`src/rtl/bram_arbiter.sv`:
```
// Two-requester arbiter for a shared BRAM port.
// Grants are registered, bursts are released through a one-cycle RELEASE
// state so the last BRAM access drains before the mux flips, and ties go to
// the requester that did not own the port last.
// Optional build macro BRAM_ARB_TIMEOUT_EN adds a hold counter that forces a
// release after MAX_HOLD granted cycles and blocks the offender until it
// drops its request.
module bram_arbiter #(
    parameter int MAX_HOLD = 256,
    parameter int CNT_BIT  = 16
) (
    input  logic       clk,
    input  logic       rst,
    input  logic       req1,
    input  logic       req2,
    input  logic       BRAM_in1_en,
    input  logic       BRAM_in2_en,
    input  logic [3:0] BRAM_in1_wen,
    input  logic [3:0] BRAM_in2_wen,
    output logic       gnt1,
    output logic       gnt2,
    output logic       sel,
    output logic       rd_valid1,
    output logic       rd_valid2,
    output logic       err,
    output logic       timeout
);

    typedef enum logic [1:0] {
        IDLE    = 2'd0,
        GRANT1  = 2'd1,
        GRANT2  = 2'd2,
        RELEASE = 2'd3
    } state_t;

    // The hold counter must be able to represent MAX_HOLD-1.
    if (MAX_HOLD < 1 || $clog2(MAX_HOLD) > CNT_BIT) begin : g_param_check
        $error("bram_arbiter: CNT_BIT too narrow for MAX_HOLD");
    end

    state_t state;
    logic   last_owner;   // 0 = requester 1 owned last, 1 = requester 2
    logic   req1_eff;
    logic   req2_eff;
    logic   pick1;
    logic   pick2;

`ifdef BRAM_ARB_TIMEOUT_EN
    logic [CNT_BIT-1:0] hold_cnt;
    logic               blocked1;
    logic               blocked2;

    // A requester that was forced off is ignored until it lets go.
    assign req1_eff = req1 & ~blocked1;
    assign req2_eff = req2 & ~blocked2;
`else
    assign req1_eff = req1;
    assign req2_eff = req2;
    assign timeout  = 1'b0;
`endif

    // Tie goes to whoever did not own the port last.
    assign pick1 = req1_eff & (~req2_eff | last_owner);
    assign pick2 = req2_eff & ~pick1;

    // Arbitration FSM with registered grant, select and timeout outputs.
    always_ff @(posedge clk) begin
        if (rst) begin
            state      <= IDLE;
            gnt1       <= 1'b0;
            gnt2       <= 1'b0;
            sel        <= 1'b0;
            last_owner <= 1'b1;
`ifdef BRAM_ARB_TIMEOUT_EN
            hold_cnt   <= '0;
            blocked1   <= 1'b0;
            blocked2   <= 1'b0;
            timeout    <= 1'b0;
`endif
        end else begin
            // NOTE: non-blocking assignments throughout, so every branch
            // below sees the pre-edge values of state and the blocked flags.
`ifdef BRAM_ARB_TIMEOUT_EN
            timeout <= 1'b0;
            if (blocked1 && !req1) blocked1 <= 1'b0;
            if (blocked2 && !req2) blocked2 <= 1'b0;
`endif
            case (state)
                GRANT1: begin
                    if (!req1) begin
                        state <= RELEASE;
                        gnt1  <= 1'b0;
                    end
`ifdef BRAM_ARB_TIMEOUT_EN
                    else if (hold_cnt == CNT_BIT'(MAX_HOLD - 1)) begin
                        state    <= RELEASE;
                        gnt1     <= 1'b0;
                        timeout  <= 1'b1;
                        blocked1 <= 1'b1;
                    end else begin
                        hold_cnt <= hold_cnt + 1'b1;
                    end
`endif
                end
                GRANT2: begin
                    if (!req2) begin
                        state <= RELEASE;
                        gnt2  <= 1'b0;
                    end
`ifdef BRAM_ARB_TIMEOUT_EN
                    else if (hold_cnt == CNT_BIT'(MAX_HOLD - 1)) begin
                        state    <= RELEASE;
                        gnt2     <= 1'b0;
                        timeout  <= 1'b1;
                        blocked2 <= 1'b1;
                    end else begin
                        hold_cnt <= hold_cnt + 1'b1;
                    end
`endif
                end
                default: begin
                    // IDLE and RELEASE arbitrate identically.
                    if (pick1) begin
                        state      <= GRANT1;
                        gnt1       <= 1'b1;
                        sel        <= 1'b0;
                        last_owner <= 1'b0;
`ifdef BRAM_ARB_TIMEOUT_EN
                        hold_cnt   <= '0;
`endif
                    end else if (pick2) begin
                        state      <= GRANT2;
                        gnt2       <= 1'b1;
                        sel        <= 1'b1;
                        last_owner <= 1'b1;
`ifdef BRAM_ARB_TIMEOUT_EN
                        hold_cnt   <= '0;
`endif
                    end else begin
                        state <= IDLE;
                    end
                end
            endcase
        end
    end

    // Read-valid pipeline and sticky protocol-error flag.
    always_ff @(posedge clk) begin
        if (rst) begin
            rd_valid1 <= 1'b0;
            rd_valid2 <= 1'b0;
            err       <= 1'b0;
        end else begin
            rd_valid1 <= gnt1 & BRAM_in1_en & (BRAM_in1_wen == 4'h0);
            rd_valid2 <= gnt2 & BRAM_in2_en & (BRAM_in2_wen == 4'h0);
            if ((BRAM_in1_en & ~gnt1) | (BRAM_in2_en & ~gnt2)) err <= 1'b1;
        end
    end

endmodule

```
`config.mk`:
```
export PLATFORM = sky130hd
export DESIGN_NAME = bram_arbiter
export DESIGN_NICKNAME = d
export VERILOG_FILES = /design/src/rtl/bram_arbiter.sv
export SDC_FILE = /design/constraint.sdc
export NUM_CORES = 1
export LEC_CHECK = 0
export ABC_AREA = 1
export CAP_MARGIN = 20
export CORE_AREA = 2 2 39 41
export CTS_CLUSTER_DIAMETER = 100
export DETAILED_ROUTE_END_ITERATION = 8
export DIE_AREA = 0 0 41 43
export PLACE_DENSITY = 0.69
export SYNTH_ARGS = -nofsm -noshare
export SYNTH_HDL_FRONTEND = slang
export SYNTH_SLANG_ARGS = --single-unit
export TNS_END_PERCENT = 20
```
`constraint.sdc`:
```
create_clock -name clk -period 2.45 [get_ports clk]
set_clock_uncertainty 0.05 [all_clocks]
set_input_delay 0.6125 -clock clk [delete_from_list [all_inputs] [get_ports clk]]
set_output_delay 0.6125 -clock clk [all_outputs]
set_load 0.02 [all_outputs]
```
* Yosys cells after proc, flatten, opt, wreduce, memory -nomap -nowiden
Cells that the tools add are included. Widths: inputs -> output; s select.
Operators by class: mux-type cells 13, equal/unequal tests 5, reduce and logical (&&, ||, !) cells 10, bitwise operators 17
Operator list (number):
- $and 1x1->1 | 8
- $logic_not 4->1 | 2
- $mux 2 | 4
- $not 1->1 | 7
- $mux 1 | 6
- $reduce_bool 2->1 | 3
- $ne 2x2->1 const B | 2
- $pmux 1 s2 | 2
- $pmux 2 s2 | 1
- $reduce_and 2->1 | 2
- $reduce_and 4->1 | 1
- $reduce_and 3->1 | 1
- $eq 2x1->1 const B | 1
- $eq 2x2->1 const B | 1
- $ne 2x1->1 const B | 1
- $or 1x1->1 | 2
- $reduce_or 2->1 | 1
Word-level totals: bits of input ports 14, word-level logic and storage cells 53, flip-flop bits (word level) 9, output and inout port bits 7

* Depth between registers and ports, before layout
depth after elaboration 8, depth in mapped cells 7, gate-level depth less buffers 7

* Worst setup path before layout
No wires, ideal clock.
kind input to register, start point input port req2, end point register sel, library setup time 66 ps, data arrival time 997 ps, buffers on the path 0, data required time 2334 ps, path slack 1337 ps, stages 3, cell sequence o21ai_0 -> nand2_1 -> a21oi_2
On the way: cells in the longest elaborated chain, start to end 7, elaborated cells between the ends (all ways) 8, classes of those cells 1 x mux; 5 x bitwise; 2 x reduce/logical
RTL lines:
- from (decl) | RTL line 15 | input logic req2,
- $not 1->1 | RTL line 63 | assign pick1 = req1_eff & (~req2_eff | last_owner);
- $or 1x1->1 | RTL line 63
- $and 1x1->1 | RTL line 63
- $not 1->1 | RTL line 64 | assign pick2 = req2_eff & ~pick1;
- $and 1x1->1 | RTL line 64
- $reduce_bool 2->1 (no source line)
- $reduce_and 2->1 (no source line)
- to (signal assigned) | RTL line 72 | sel <= 1'b0;
- to (signal assigned) | RTL line 126 | sel <= 1'b0;
- to (signal assigned) | RTL line 134 | sel <= 1'b1;
- to (decl) | RTL line 22 | output logic sel,
Several ways; a longest one is shown, not always the timed one. A chain may end at the register's enable or synchronous reset.

* Worst setup path after layout
start point register gnt1, end point output port gnt1
RTL lines:
- from (decl) | RTL line 20 | output logic gnt1,
- from (signal assigned) | RTL line 70 | gnt1 <= 1'b0;
- from (signal assigned) | RTL line 92 | gnt1 <= 1'b0;
- from (signal assigned) | RTL line 125 | gnt1 <= 1'b1;
No word-level cell between the ends.

==> parameters.txt <==
Parameter                              Value

Status
  Status ... finished clean

Synthesis
  Unique cell type count in the Yosys netlist ... 17
  EDFF count, synth ... 0
  Async set-reset flop share out of synthesis ... 0%
  Adder-cell share of the synthesized area ... 5.39%
  Netlist area before placement ... 464 sq um
  Largest family of logic cells by synthesized area ... simple AND/OR/NAND/NOR gates
  Warnings from Yosys ... 0
  Post-Synthesis Cells ... 68
  Fraction of the yosys area taken by sequential cells ... 38.8%
  Synthesis-stage register bit count ... 9
  Cells taking the most area after synthesis ... sky130_fd_sc_hd__dfxtp_1 39%, sky130_fd_sc_hd__nand2_1 15%, sky130_fd_sc_hd__nor2_1 8.1%
  Average instance area after synthesis ... between 6 and 7 sq um
  Post-synthesis xor/xnor area fraction ... 0%
  Largest area contributor in the netlist ... sky130_fd_sc_hd__dfxtp_1
  Mux share of post-synthesis cell area ... 0%
  Compound-Gate Fraction of Synth Area ... 12.9%
  Post-Synthesis Net Count ... 84
  Share of synthesized cell area in and, or, nand and nor gates ... about a third
  Dominant synthesized flop cell ... sky130_fd_sc_hd__dfxtp_1
  Yosys top cell area share ... 38.8%

Critical path
  Setup slack on the worst flop-to-flop path ... between 1 and 1.5 ns
  Logic depth of the worst register-to-register path ... 6
  Critical path launch point type ... register
  Slowest stage cell, crit path ... sky130_fd_sc_hd__clkdlybuf4s50_1
  Origin of the worst setup path ... gnt1$_SDFFE_PP0P_
  Number of buffers and inverters on the critical path ... 1
  Worst-path maximum fanout ... 3
  WS Path Type ... register to primary output
  Required time of the worst setup path ... 1.79 ns
  Data arrival, critical path ... about 1.3 ns
  Kind of end point of the critical path ... primary output
  Kind of cell adding the most delay to the critical path ... buffers and inverters
  RR Startpoint ... state[0]$_SDFFE_PP0P_
  CP Cell Sequence ... clkdlybuf4s50_1
  Slowest Stage Delay on Critical Path ... 0.62 ns
  Worst reg2reg endpoint ... sel$_SDFFE_PP0P_

Global route
  GRT overflow ... 0
  Number of antenna violations at the first check in global routing ... 0
  Via count of the first global-routing pass ... 416
  Largest net degree at the start of global routing ... 8
  Global-route wire length before repair ... 1.68 mm
  Total global routing track utilization ... 15.1%

Placement
  DP Wirelength ... 813 um
  Post-placement worst setup slack ... ~0.7 ns
  Placer's final routability congestion estimate ... 0.837
  Count of input and output buffers ... 19

Timing
  Setup-failing EPs final ... 0
  Final hold violation count ... 0
  Final period utilization ... between 70% and 80%
  Final number of max-transition violations ... 0
  Post-layout min period ... 1.92 ns
  Unrepaired setup endpoints after global routing ... false
  Total Neg Setup Slack ... 0 ns
  Post-layout worst setup margin ... roughly 0.53 ns
  Peak clock frequency supported by timing ... 521 MHz

Die
  Number of top-level pins ... 21
  Core region area ... between 1000 and 1500 sq um
  Vert. Die Dim ... ~43 um
  Initial core utilization ... between 30% and 40%
  Die Span X ... just over 40 um
  Floorplan die area ... 1760 sq um
  Row cnt ... 14

Hold path
  Worst hold start ... sel$_SDFFE_PP0P_
  Cell depth of the worst hold path ... 2
  End of the worst hold path ... sel$_SDFFE_PP0P_
  Hold/Removal Path Class ... register to register

Pwr
  Overall power of the completed layout ... 666 uW
  Cell leakage power ... approximately 0.00031 uW
  Total power density per cell area ... 960 nW/um^2
  Maximum resistive drop on vdd ... 0.433 mV

Detailed routing
  Final Routed Wirelength ... between 1 and 1.5 mm
  Routed length on met2 ... 510 um
  Iteration-0 DRC count of the detailed router ... 9
  Antenna Violating Nets Remaining ... 0
  Top layer reached by signal wires ... met4
  Total number of vias ... between 400 and 500
  Drt pass-1 iters ... 4
  WL per Instance ... 9.97 um
  Met3 WL ... 70 um
  Routed length on met1 ... 456 um
  Number of DRC violations after detailed routing ... 0
  Via density per instance ... 4.45

Clock network
  Clock tree from TritonCTS ... done
  Maximum buffer depth of the clock tree ... 2
  Worst-Skew Late Latency ... 0.26 ns
  Clk sink count ... 9
  Clock transition at the registers of the reported paths ... 0.07 ns
  # resized after CTS ... 0
  Number of H-tree levels ... 1
  Setup fix buffers added after clock tree synthesis ... 0
  Total CTS buffers ... 3
  Root buffer cell ... sky130_fd_sc_hd__clkbuf_4
  # hold bufs at CTS ... 0

Cells and area
  Area taken by multi-input logic gates ... 239 sq um
  Number of diodes added for antenna fixing ... 0
  Fraction of layout cells with a size suffix above 1 ... a little over an eighth
  Nets ... 107
  Area of all sequential standard cells ... 180 sq um
  # fillers ... 143
  Area added between synthesis and finish ... 49.6%

Run
  MaxCap Viol Count ... 0
==> cell usage after synthesis, types with 2 or more instances <==
| cell type | count |
|---|---|
| sky130_fd_sc_hd__nand3_1 | 3 |
| sky130_fd_sc_hd__dfxtp_1 | 9 |
| sky130_fd_sc_hd__ha_1 | 2 |
| sky130_fd_sc_hd__inv_2 | 2 |
| sky130_fd_sc_hd__a21oi_2 | 4 |
| sky130_fd_sc_hd__nand2_1 | 19 |
| sky130_fd_sc_hd__a21oi_1 | 4 |
| sky130_fd_sc_hd__nor2_1 | 10 |
| sky130_fd_sc_hd__inv_1 | 7 |
==> flip-flops by register name, summed over array words and instances, names as in the netlist <==
signal      count
gnt2            1
err             1
last_owner      1
state           2
rd_valid1       1
gnt1            1
sel             1
rd_valid2       1
==> layout by cell type, fill, tap and decap left out, drive strengths merged <==
cell / synthesis / routed
nand2: 20 / 20
clkdlybuf4s50: 0 / 19
nor2: 11 / 11
dfxtp: 9 / 9
inv: 9 / 9
a21oi: 8 / 8
nand3: 3 / 3
clkbuf: 0 / 3
ha: 2 / 2
clkinv: 1 / 2
nand3b: 1 / 1
o21ai: 1 / 1
nand4: 1 / 1
conb: 1 / 1
==> final cells by class <==
cell class	count	share of cell area, %
flip-flops and latches	9	25.9
repair buffers	19	27.4
well taps	16	2.88
clock inverters	1	0.721
multi-input cells	48	34.4
clock buffers	3	3.24
inverters	10	5.41
==> routing by layer <==
| layer | global-route usage [%] | vias to the layer above |
|---|---|---|
| met5 | 0 | - |
| met3 | 3.14 | 2 |
| li1 | - | 256 |
| met4 | 12.0 | 0 |
| met1 | 18.2 | 195 |
| met2 | 21.9 | 19 |
==> stage by stage <==
step                      hold WS [ns]  utilization, %  area [sq um]  cells
after global placement           0.423            48.2           667    102
final                            0.429            50.2           694    106
after floorplan                  0.431               -           464     68
after global routing             0.450            50.2           694    106
after CTS                        0.432            50.2           694    106
after detailed placement         0.419            48.2           667    102
==> power by group <==
| group | leakage [uW] | total [uW] | switching (uW) | internal [uW] |
|---|---|---|---|---|
| Sequential | 0.0000744 | 221 | 30.2 | 191 |
| Clock | 0.0000177 | 118 | 57.2 | 60.3 |
| Combinational | 0.000218 | 328 | 186 | 142 |
| Total | 0.000310 | 666 | 273 | 393 |
==> logic make-up (layout without fill, tap and decap cells) <==
logic type | count (synthesis) | after routing
compound gates | 9 | 9
simple gates | 36 | 36
fa+ha+maj | 2 | 2
buf+inv | 11 | 33
other cells | 1 | 1
flops | 9 | 9
==> worst max-delay path by stage <==
stage                             to  slack [ns]  depth (start not counted)
floorplan           sel$_SDFFE_PP0P_        1.34                          3
global placement    sel$_SDFFE_PP0P_        0.72                          5
detailed placement  sel$_SDFFE_PP0P_        0.70                          5
CTS                             gnt1        0.53                          1
global route                    gnt1        0.49                          1
finish                          gnt1        0.53                          1
No activity file was read; power rests on OpenSTA's default activity.
